==> src/rtl/jtag_pkg.sv <==
// Shared definitions for the boundary-scan wrapper.
// Contents: TAP state encoding, instruction opcodes, the IDCODE register
// width, and the helper that maps an opcode onto the data register it
// selects.
package jtag_pkg;

    typedef enum logic [3:0] {
        TAP_EX2DR = 4'h0,
        TAP_EX1DR = 4'h1,
        TAP_SHDR  = 4'h2,
        TAP_PDR   = 4'h3,
        TAP_SELIR = 4'h4,
        TAP_UPDR  = 4'h5,
        TAP_CAPDR = 4'h6,
        TAP_SELDR = 4'h7,
        TAP_EX2IR = 4'h8,
        TAP_EX1IR = 4'h9,
        TAP_SHIR  = 4'hA,
        TAP_PIR   = 4'hB,
        TAP_RTI   = 4'hC,
        TAP_UPIR  = 4'hD,
        TAP_CAPIR = 4'hE,
        TAP_TLR   = 4'hF
    } tap_state_e;

    localparam int unsigned OP_EXTEST = 0;
    localparam int unsigned OP_SAMPLE = 1;
    localparam int unsigned OP_IDCODE = 2;
    localparam int unsigned OP_INTEST = 3;

    localparam int ID_W = 32;

    typedef enum logic [1:0] {
        DR_BSR = 2'd0,
        DR_ID  = 2'd1,
        DR_BYP = 2'd2
    } dr_sel_e;

    // BYPASS (all ones) and every undefined code fall through to the bypass cell.
    function automatic dr_sel_e dr_select(input logic [31:0] op);
        dr_sel_e sel;
        case (op)
            OP_EXTEST, OP_SAMPLE, OP_INTEST: sel = DR_BSR;
            OP_IDCODE:                       sel = DR_ID;
            default:                         sel = DR_BYP;
        endcase
        return sel;
    endfunction

endpackage

==> src/rtl/jtag_tap_fsm.sv <==
// 16-state TAP controller.
// Ports:
//   TCK, TRST (synchronous, active high), TMS  - controller inputs
//   state_o                                    - current TAP state
//   capture_*/shift_*/update_*_o, reset_tl_o   - high while in that state
// The strobes are registered alongside the state, so each is high for
// exactly the cycle in which the controller sits in the matching state.
module jtag_tap_fsm
    import jtag_pkg::*;
(
    input  logic       TCK,
    input  logic       TRST,
    input  logic       TMS,
    output tap_state_e state_o,
    output logic       capture_dr_o,
    output logic       shift_dr_o,
    output logic       update_dr_o,
    output logic       capture_ir_o,
    output logic       shift_ir_o,
    output logic       update_ir_o,
    output logic       reset_tl_o
);

    tap_state_e state_q, state_d;

    always_comb begin
        state_d = state_q;
        case (state_q)
            TAP_TLR:   state_d = TMS ? TAP_TLR   : TAP_RTI;
            TAP_RTI:   state_d = TMS ? TAP_SELDR : TAP_RTI;
            TAP_SELDR: state_d = TMS ? TAP_SELIR : TAP_CAPDR;
            TAP_CAPDR: state_d = TMS ? TAP_EX1DR : TAP_SHDR;
            TAP_SHDR:  state_d = TMS ? TAP_EX1DR : TAP_SHDR;
            TAP_EX1DR: state_d = TMS ? TAP_UPDR  : TAP_PDR;
            TAP_PDR:   state_d = TMS ? TAP_EX2DR : TAP_PDR;
            TAP_EX2DR: state_d = TMS ? TAP_UPDR  : TAP_SHDR;
            TAP_UPDR:  state_d = TMS ? TAP_SELDR : TAP_RTI;
            TAP_SELIR: state_d = TMS ? TAP_TLR   : TAP_CAPIR;
            TAP_CAPIR: state_d = TMS ? TAP_EX1IR : TAP_SHIR;
            TAP_SHIR:  state_d = TMS ? TAP_EX1IR : TAP_SHIR;
            TAP_EX1IR: state_d = TMS ? TAP_UPIR  : TAP_PIR;
            TAP_PIR:   state_d = TMS ? TAP_EX2IR : TAP_PIR;
            TAP_EX2IR: state_d = TMS ? TAP_UPIR  : TAP_SHIR;
            TAP_UPIR:  state_d = TMS ? TAP_SELDR : TAP_RTI;
            default:   state_d = TAP_TLR;
        endcase
    end

    always_ff @(posedge TCK) begin
        if (TRST) begin
            state_q      <= TAP_TLR;
            capture_dr_o <= 1'b0;
            shift_dr_o   <= 1'b0;
            update_dr_o  <= 1'b0;
            capture_ir_o <= 1'b0;
            shift_ir_o   <= 1'b0;
            update_ir_o  <= 1'b0;
            reset_tl_o   <= 1'b1;
        end else begin
            state_q      <= state_d;
            capture_dr_o <= (state_d == TAP_CAPDR);
            shift_dr_o   <= (state_d == TAP_SHDR);
            update_dr_o  <= (state_d == TAP_UPDR);
            capture_ir_o <= (state_d == TAP_CAPIR);
            shift_ir_o   <= (state_d == TAP_SHIR);
            update_ir_o  <= (state_d == TAP_UPIR);
            reset_tl_o   <= (state_d == TAP_TLR);
        end
    end

    assign state_o = state_q;

endmodule

==> src/rtl/jtag_bscan_wrapper.sv <==
// Boundary-scan wrapper: TAP, instruction register, bypass, IDCODE and
// boundary register around a core with N_IN inputs and N_OUT outputs.
// Ports:
//   TCK, TRST, TMS, TDI, TDO, TDO_EN - test access port (TRST sync, active high)
//   pin_in   -> core_in   input boundary cells (INTEST drives core_in)
//   core_out -> pin_out   output boundary cells (EXTEST drives pin_out)
//   tap_state             current TAP state for debug
// BSR bit g is chain position g: bit 0 sits next to TDI, bit L-1 feeds TDO.
// Bits [N_IN-1:0] are the input cells, [L-1:N_IN] the output cells.
module jtag_bscan_wrapper
    import jtag_pkg::*;
#(
    parameter int          N_IN       = 4,
    parameter int          N_OUT      = 2,
    parameter int          IR_W       = 4,
    parameter logic [31:0] IDCODE_VAL = 32'h0A5B_C0D1
) (
    input  logic             TCK,
    input  logic             TRST,
    input  logic             TMS,
    input  logic             TDI,
    output logic             TDO,
    output logic             TDO_EN,
    input  logic [N_IN-1:0]  pin_in,
    output logic [N_IN-1:0]  core_in,
    input  logic [N_OUT-1:0] core_out,
    output logic [N_OUT-1:0] pin_out,
    output logic [3:0]       tap_state
);

    localparam int L = N_IN + N_OUT;

    tap_state_e tap_st;
    logic capture_dr, shift_dr, update_dr;
    logic capture_ir, shift_ir, update_ir, reset_tl;

    jtag_tap_fsm u_tap (
        .TCK          (TCK),
        .TRST         (TRST),
        .TMS          (TMS),
        .state_o      (tap_st),
        .capture_dr_o (capture_dr),
        .shift_dr_o   (shift_dr),
        .update_dr_o  (update_dr),
        .capture_ir_o (capture_ir),
        .shift_ir_o   (shift_ir),
        .update_ir_o  (update_ir),
        .reset_tl_o   (reset_tl)
    );

    // TRST and a cycle spent in Test-Logic-Reset clear the same state.
    logic clr;
    assign clr = TRST | reset_tl;

    logic [IR_W-1:0] ir_sr_q, ir_q;
    logic [ID_W-1:0] id_q;
    logic            byp_q;
    logic [L-1:0]    bsr_q, bsr_d, upd_q;
    logic [L-1:0]    cap_vec;
    dr_sel_e         dr_sel;
    logic            bsr_sel;

    assign dr_sel  = dr_select(32'(ir_q));
    assign bsr_sel = (dr_sel == DR_BSR);
    assign cap_vec = {core_out, pin_in};

    always_ff @(posedge TCK) begin
        if (clr) begin
            ir_sr_q <= '0;
            ir_q    <= IR_W'(OP_IDCODE);
        end else begin
            if (capture_ir) begin
                ir_sr_q <= IR_W'(1);
            end else if (shift_ir) begin
                ir_sr_q <= {TDI, ir_sr_q[IR_W-1:1]};
            end
            if (update_ir) begin
                ir_q <= ir_sr_q;
            end
        end
    end

    always_ff @(posedge TCK) begin
        if (clr) begin
            id_q  <= '0;
            byp_q <= 1'b0;
        end else begin
            if (capture_dr && dr_sel == DR_ID) begin
                id_q <= IDCODE_VAL;
            end else if (shift_dr && dr_sel == DR_ID) begin
                id_q <= {TDI, id_q[ID_W-1:1]};
            end
            if (capture_dr && dr_sel == DR_BYP) begin
                byp_q <= 1'b0;
            end else if (shift_dr && dr_sel == DR_BYP) begin
                byp_q <= TDI;
            end
        end
    end

    // Per-cell next value: capture source or the predecessor in the chain.
    for (genvar g = 0; g < L; g++) begin : g_cell
        if (g == 0) begin : g_first
            assign bsr_d[g] = capture_dr ? cap_vec[g] : TDI;
        end else begin : g_rest
            assign bsr_d[g] = capture_dr ? cap_vec[g] : bsr_q[g-1];
        end
    end

    always_ff @(posedge TCK) begin
        if (clr) begin
            bsr_q <= '0;
            upd_q <= '0;
        end else begin
            if (bsr_sel && (capture_dr || shift_dr)) begin
                bsr_q <= bsr_d;
            end
            if (bsr_sel && update_dr) begin
                upd_q <= bsr_q;
            end
        end
    end

    always_comb begin
        TDO = 1'b0;
        if (shift_ir) begin
            TDO = ir_sr_q[0];
        end else if (shift_dr) begin
            case (dr_sel)
                DR_BSR:  TDO = bsr_q[L-1];
                DR_ID:   TDO = id_q[0];
                default: TDO = byp_q;
            endcase
        end
    end

    assign TDO_EN    = shift_ir | shift_dr;
    assign core_in   = (ir_q == IR_W'(OP_INTEST)) ? upd_q[N_IN-1:0] : pin_in;
    assign pin_out   = (ir_q == IR_W'(OP_EXTEST)) ? upd_q[L-1:N_IN] : core_out;
    assign tap_state = tap_st;

endmodule

==> config.mk <==
export PLATFORM = sky130hd
export DESIGN_NAME = jtag_bscan_wrapper
export DESIGN_NICKNAME = d
export VERILOG_FILES = /design/src/rtl/jtag_pkg.sv /design/src/rtl/jtag_tap_fsm.sv /design/src/rtl/jtag_bscan_wrapper.sv
export SDC_FILE = /design/constraint.sdc
export NUM_CORES = 1
export LEC_CHECK = 0
export ABC_CLOCK_PERIOD_IN_PS = 2200
export CAP_MARGIN = 40
export CORE_MARGIN = 2
export CORE_UTILIZATION = 56
export DETAILED_ROUTE_END_ITERATION = 8
export PLACE_DENSITY = 0.78
export SYNTH_ARGS = -nofsm -noshare
export SYNTH_HDL_FRONTEND = slang
export SYNTH_SLANG_ARGS = --single-unit
==> constraint.sdc <==
create_clock -name TCK -period 2.2 [get_ports TCK]
set_input_delay 0.33 -clock TCK [delete_from_list [all_inputs] [get_ports TCK]]
set_output_delay 0.33 -clock TCK [all_outputs]
set_load 0.05 [all_outputs]
Yosys cells after proc, flatten, opt, wreduce, memory -nomap -nowiden. Cells that the tools add are included.

$mul: 0. Reductions and logical operators: 19. Equality and inequality tests: 27. Shifts and indexed selects: 0. Bitwise gates (word level): 2. Add/subtract/negate cells: 0. Mux-type cells: 29. Divide/modulo/power cells: 0. $lt $le $gt $ge: 0.

Operators by type and width (count): $mux W28 (2); $eq A4 B4 Y1 const B (12); $pmux W4 S12 (1); $eq A4 B3 Y1 const B (6); $eq A4 B2 Y1 const B (5); $mux W2 (7); $mux W3 (4); $mux W1 (11); $reduce_or A2 Y1 (5); $eq A4 B1 Y1 const B (2); $logic_not A4 Y1 (2); $mux W4 (2); $logic_and A1 B1 Y1 (6); $reduce_or A3 Y1 (2); $pmux W2 S2 (1); $reduce_bool A2 Y1 (2); $eq A2 B1 Y1 const B (1); $eq A2 B2 Y1 const B (1); $logic_not A2 Y1 (1); $or A1 B1 Y1 (2); $pmux W1 S2 (1); $logic_or A1 B1 Y1 (1).

Register bits: 64. Bits in writable memories: 0. Bits in latches: 0. Bits of input ports: 10. ROM bits: 0. Memories kept: 0. Output and inout port bits: 12. Word-level logic and storage cells: 93.

Longest topological paths before layout.
Depth after elaboration: 7. Gate-level depth with buffers: 5. Depth with buffers taken out: 3.

Hierarchy. From an unflattened synthesis, not the netlist that was laid out.

Cell total of the unflattened synthesis: 269. Area, all modules: 2608.8 µm².

Modules (own cells, without submodules): jtag_bscan_wrapper (seq. area each 1061.0 µm², times used 1, area each 2130.8 µm², cells each 217); jtag_tap_fsm (seq. area each 220.2 µm², times used 1, area each 478.0 µm², cells each 52).

Worst setup path after synthesis. OpenSTA, ideal clock, no wires.

Path kind: reg-to-output. Start: register u_tap.shift_ir_o. End: output TDO. Buffers on the path: 1. Cell stages (with the launch flop): 5. Data required time: 1.870 ns. Slack: 0.134 ns. Data arrival time: 1.736 ns. Path through: dfxtp_1 clkbuf_1 nor2b_1 o21ai_0 o21ai_0.

Longest elaborated chain between the ends: 1.

Ends and longest elaborated chain: start, declared (line jtag_tap_fsm.sv:19) `output logic shift_ir_o,`; start signal, assigned (line jtag_tap_fsm.sv:65) `shift_ir_o <= (state_d == TAP_SHIR);`; $mux W1 (line jtag_bscan_wrapper.sv:126) `if (shift_ir) begin`; end, declared (line jtag_bscan_wrapper.sv:22) `output logic TDO,`.

Every way passes these cells.

Final worst setup path.
Start: register u_tap.shift_ir_o. End: output TDO_EN.

Longest elaborated chain between the ends: 1.

Ends and longest elaborated chain: $or A1 B1 Y1 (line jtag_bscan_wrapper.sv:137) `assign TDO_EN = shift_ir | shift_dr;`; end, declared (line jtag_bscan_wrapper.sv:23) `output logic TDO_EN,`.

Every way passes these cells.

==> results.py <==
metrics = {
    "outcome": {
        "status": "complete, no violations",
    },
    "yosys": {
        "synth_area_um2": 2540,
        "synth_edf_count": 0,
        "avgSynthCellArea_um2": 9.90,
        "ys_warn_count": 0,
        "ys_top_cells_by_count": "dfxtp_1, nand2_1, mux2i_1",
        "synth-seq-cells": 64,
        "yosys.area.top_type_share_pct": 50.4,
        "synth_ff_type": "dfxtp_1",
        "yosysMostFrequentCell": "dfxtp_1",
        "synth_cell_types": 39,
        "synth_area_leaders": "dfxtp_1, mux2i_1, nand2_1",
        "async_flop_share_pct": 0,
        "synth_top_cell_by_area": "dfxtp_1",
        "synth_nets": 267,
        "yosysSeqAreaShare_pct": 50.4,
        "synth_cells": 257,
    },
    "sta": {
        "clock.fmax_mhz": 469,
        "period_share_pct": 96.8,
        "hold_slack_ns": 0.468,
        "finalMaxSlewViolations": 0,
        "hold_viol": 0,
        "relSlewSlack_pct": 65.8,
        "fin_crit_ns": 2.13,
        "worst_pin_slew_ns": 0.509,
        "setup_violations": 0,
        "setup_tns_ns": 0,
        "skew_ns": 0.00582,
        "grt_setup_unrepaired": "no",
        "worst_slack_ns": 0.0698,
    },
    "global_route": {
        "grt_pass1_vias": 1724,
        "grt_use_total_pct": 18.9,
        "antenna_found_initial": 0,
        "grt_overflow": 0,
        "busiest_layer": "met2",
        "grt_max_degree": 36,
        "met2_usage_pct": 28.4,
        "grt_use_met1_pct": 24.8,
        "use_met3_pct": 4.22,
        "grt_pass1_wl_um": 7600,
    },
    "cts": {
        "cts_resized": 0,
        "clk_latency_ns": 0.33,
        "clock_path_buffers": 2,
        "clk_pin_slew_ns": 0.07,
        "postCtsSetupRepairBufs": 0,
        "tritoncts": "built",
        "ctsHoldBuffers": 0,
        "cts_buffers": 9,
        "cts_sinks": 64,
        "htreeDepth": 3,
        "cts-root-buf": "clkbuf_8",
    },
    "worst_setup_path": {
        "worstPathMaxFanout": 8,
        "cp.arrival_ns": 1.80,
        "path_buf_inv": 1,
        "critPathKind": "flip-flop to primary output",
        "max_stage_delay_ns": 0.79,
        "cp-end-kind": "primary output",
        "critical-path-top-delay-family": "buffers and inverters",
        "path_cells": "or2_2 > clkdlybuf4s50_1",
        "required_ns": 1.87,
        "critPathLaunchType": "flip-flop",
        "cpMaxStageDelayCell": "clkdlybuf4s50_1",
    },
    "placement": {
        "routabilityCongestion": 0.775,
        "hpwlAfterDp_um": 2880,
        "place_ws_ns": 0.343,
        "port_buffers": 21,
        "postPlaceCellArea_um2": 2770,
    },
    "detailed_routing": {
        "antenna_left": 0,
        "vias": 1894,
        "wl_um": 4520,
        "drcViolationCount": 0,
        "drtIter0Drc": 69,
        "via_per_inst": 5.74,
        "firstDrtPassIters": 7,
        "wl_per_cell_um": 13.7,
    },
    "cells_and_area": {
        "fillCellCount": 340,
        "final_util_pct": 68.3,
        "fin_nets": 284,
        "area_growth_pct": 16.9,
        "diodes": 0,
        "drive_gt1_share_pct": 17.3,
        "final_area_um2": 2970,
    },
    "die": {
        "pin_count": 22,
        "fp-row-count": 24,
        "start_util_pct": 58.4,
        "core_um2": 4350,
        "die_area_um2": 5100,
        "die_y_um": 71.4,
        "chipWidth_um": 71.4,
    },
    "worst_hold_path": {
        "worstHoldPathType": "flip-flop to flip-flop",
    },
    "power": {
        "ir_worst_vdd_uv": 464,
        "p_leak_uw": 0.00113,
        "p_per_area_nw_per_um2": 828,
    },
    "flow_run": {
        "maxCapViolCount": 0,
    },
}
## area by class of cell
type / instances / area (um^2) / area share, %
sequential: 64 / 1280 / 43.1
multi-input combinational: 173 / 1160 / 39.1
timing repair buffer: 25 / 260 / 8.75
clock buffer: 11 / 131 / 4.42
clock inverter: 4 / 70.1 / 2.36
tap: 52 / 65.1 / 2.19
inverter: 1 / 3.75 / 0.126
## power breakdown
group          total, uW  leakage, uW  switching [uW]  internal [uW]
sequential          1200     0.000517            25.8           1170
combinational        218     0.000511             129           88.4
clock               1050     0.000103             418            629
total               2460      0.00113             573           1890
## kinds of logic after synthesis
kind of cell           Yosys count  synth area share [%]
AND/OR/NAND/NOR                 95                  18.6
flip-flops                      64                  50.4
AO/OA/AOI/OAI                   46                  13.6
multiplexers                    32                  13.2
buffers and inverters           20                  4.23
## per-stage QoR
stage               power [uW]  std cells
CTS                       2480        330
global route              2550        330
floorplan                 1360        257
global placement          1440        315
finish                    2460        330
detailed placement        1440        315
## tightest hold or removal path, delay by kind of cell, from the launching register on
kind            cells  cell delay, ns
flops               1            0.31
simple gates        1            0.05
compound gates      1            0.06
## sequential cells by signal, summed over array words and instances, names as in the netlist, 4 cells and up
signal and count:
ir_sr_q 4, upd_q 6, ir_q 4, bsr_q 6
u_tap.state_o 4, id_q 32
## final timing paths
| kind | startpoint | slack (ns) | to | cells after the start |
|---|---|---|---|---|
| min | id_q[26] | 0.47 | id_q[26] | 2 |
| min reg2reg | id_q[26] | 0.47 | id_q[26] | 2 |
| max reg2reg | ir_q[1] | 0.53 | id_q[0] | 3 |
| max | u_tap.shift_ir_o | 0.07 | TDO_EN | 2 |
## per-layer routing
layer | up-vias | wire, um
met2 | 49 | 2060
met4 | 0 | 57
met3 | 10 | 202
met1 | 873 | 2200
met5 | - | 0
li1 | 962 | -
## cells in the final DEF (no fill, tap or decap), types with 2 or more instances in the layout
master           netlist  final
clkinv_2               0      2
o221a_2                2      2
nor2_1                12     11
or2_2                  3      3
o21ai_0                6      6
buf_12                 0      3
nand3b_1               2      2
clkbuf_1              11      2
nand2b_1               2      2
clkdlybuf4s50_1        0     14
bufinv_16              0      2
dfxtp_1               64     64
buf_4                  2      8
nor3_1                 5      5
o22ai_1               19     19
or3_1                  2      2
a21oi_1                4      4
o221a_1               11     11
nand3_1                3      3
clkbuf_8               0      9
mux2_2                12     12
nor2_4                 1      2
mux2i_1               20     20
nand2_1               51     51
nor2b_1                3      3
No activity file was read; power rests on OpenSTA's default activity.
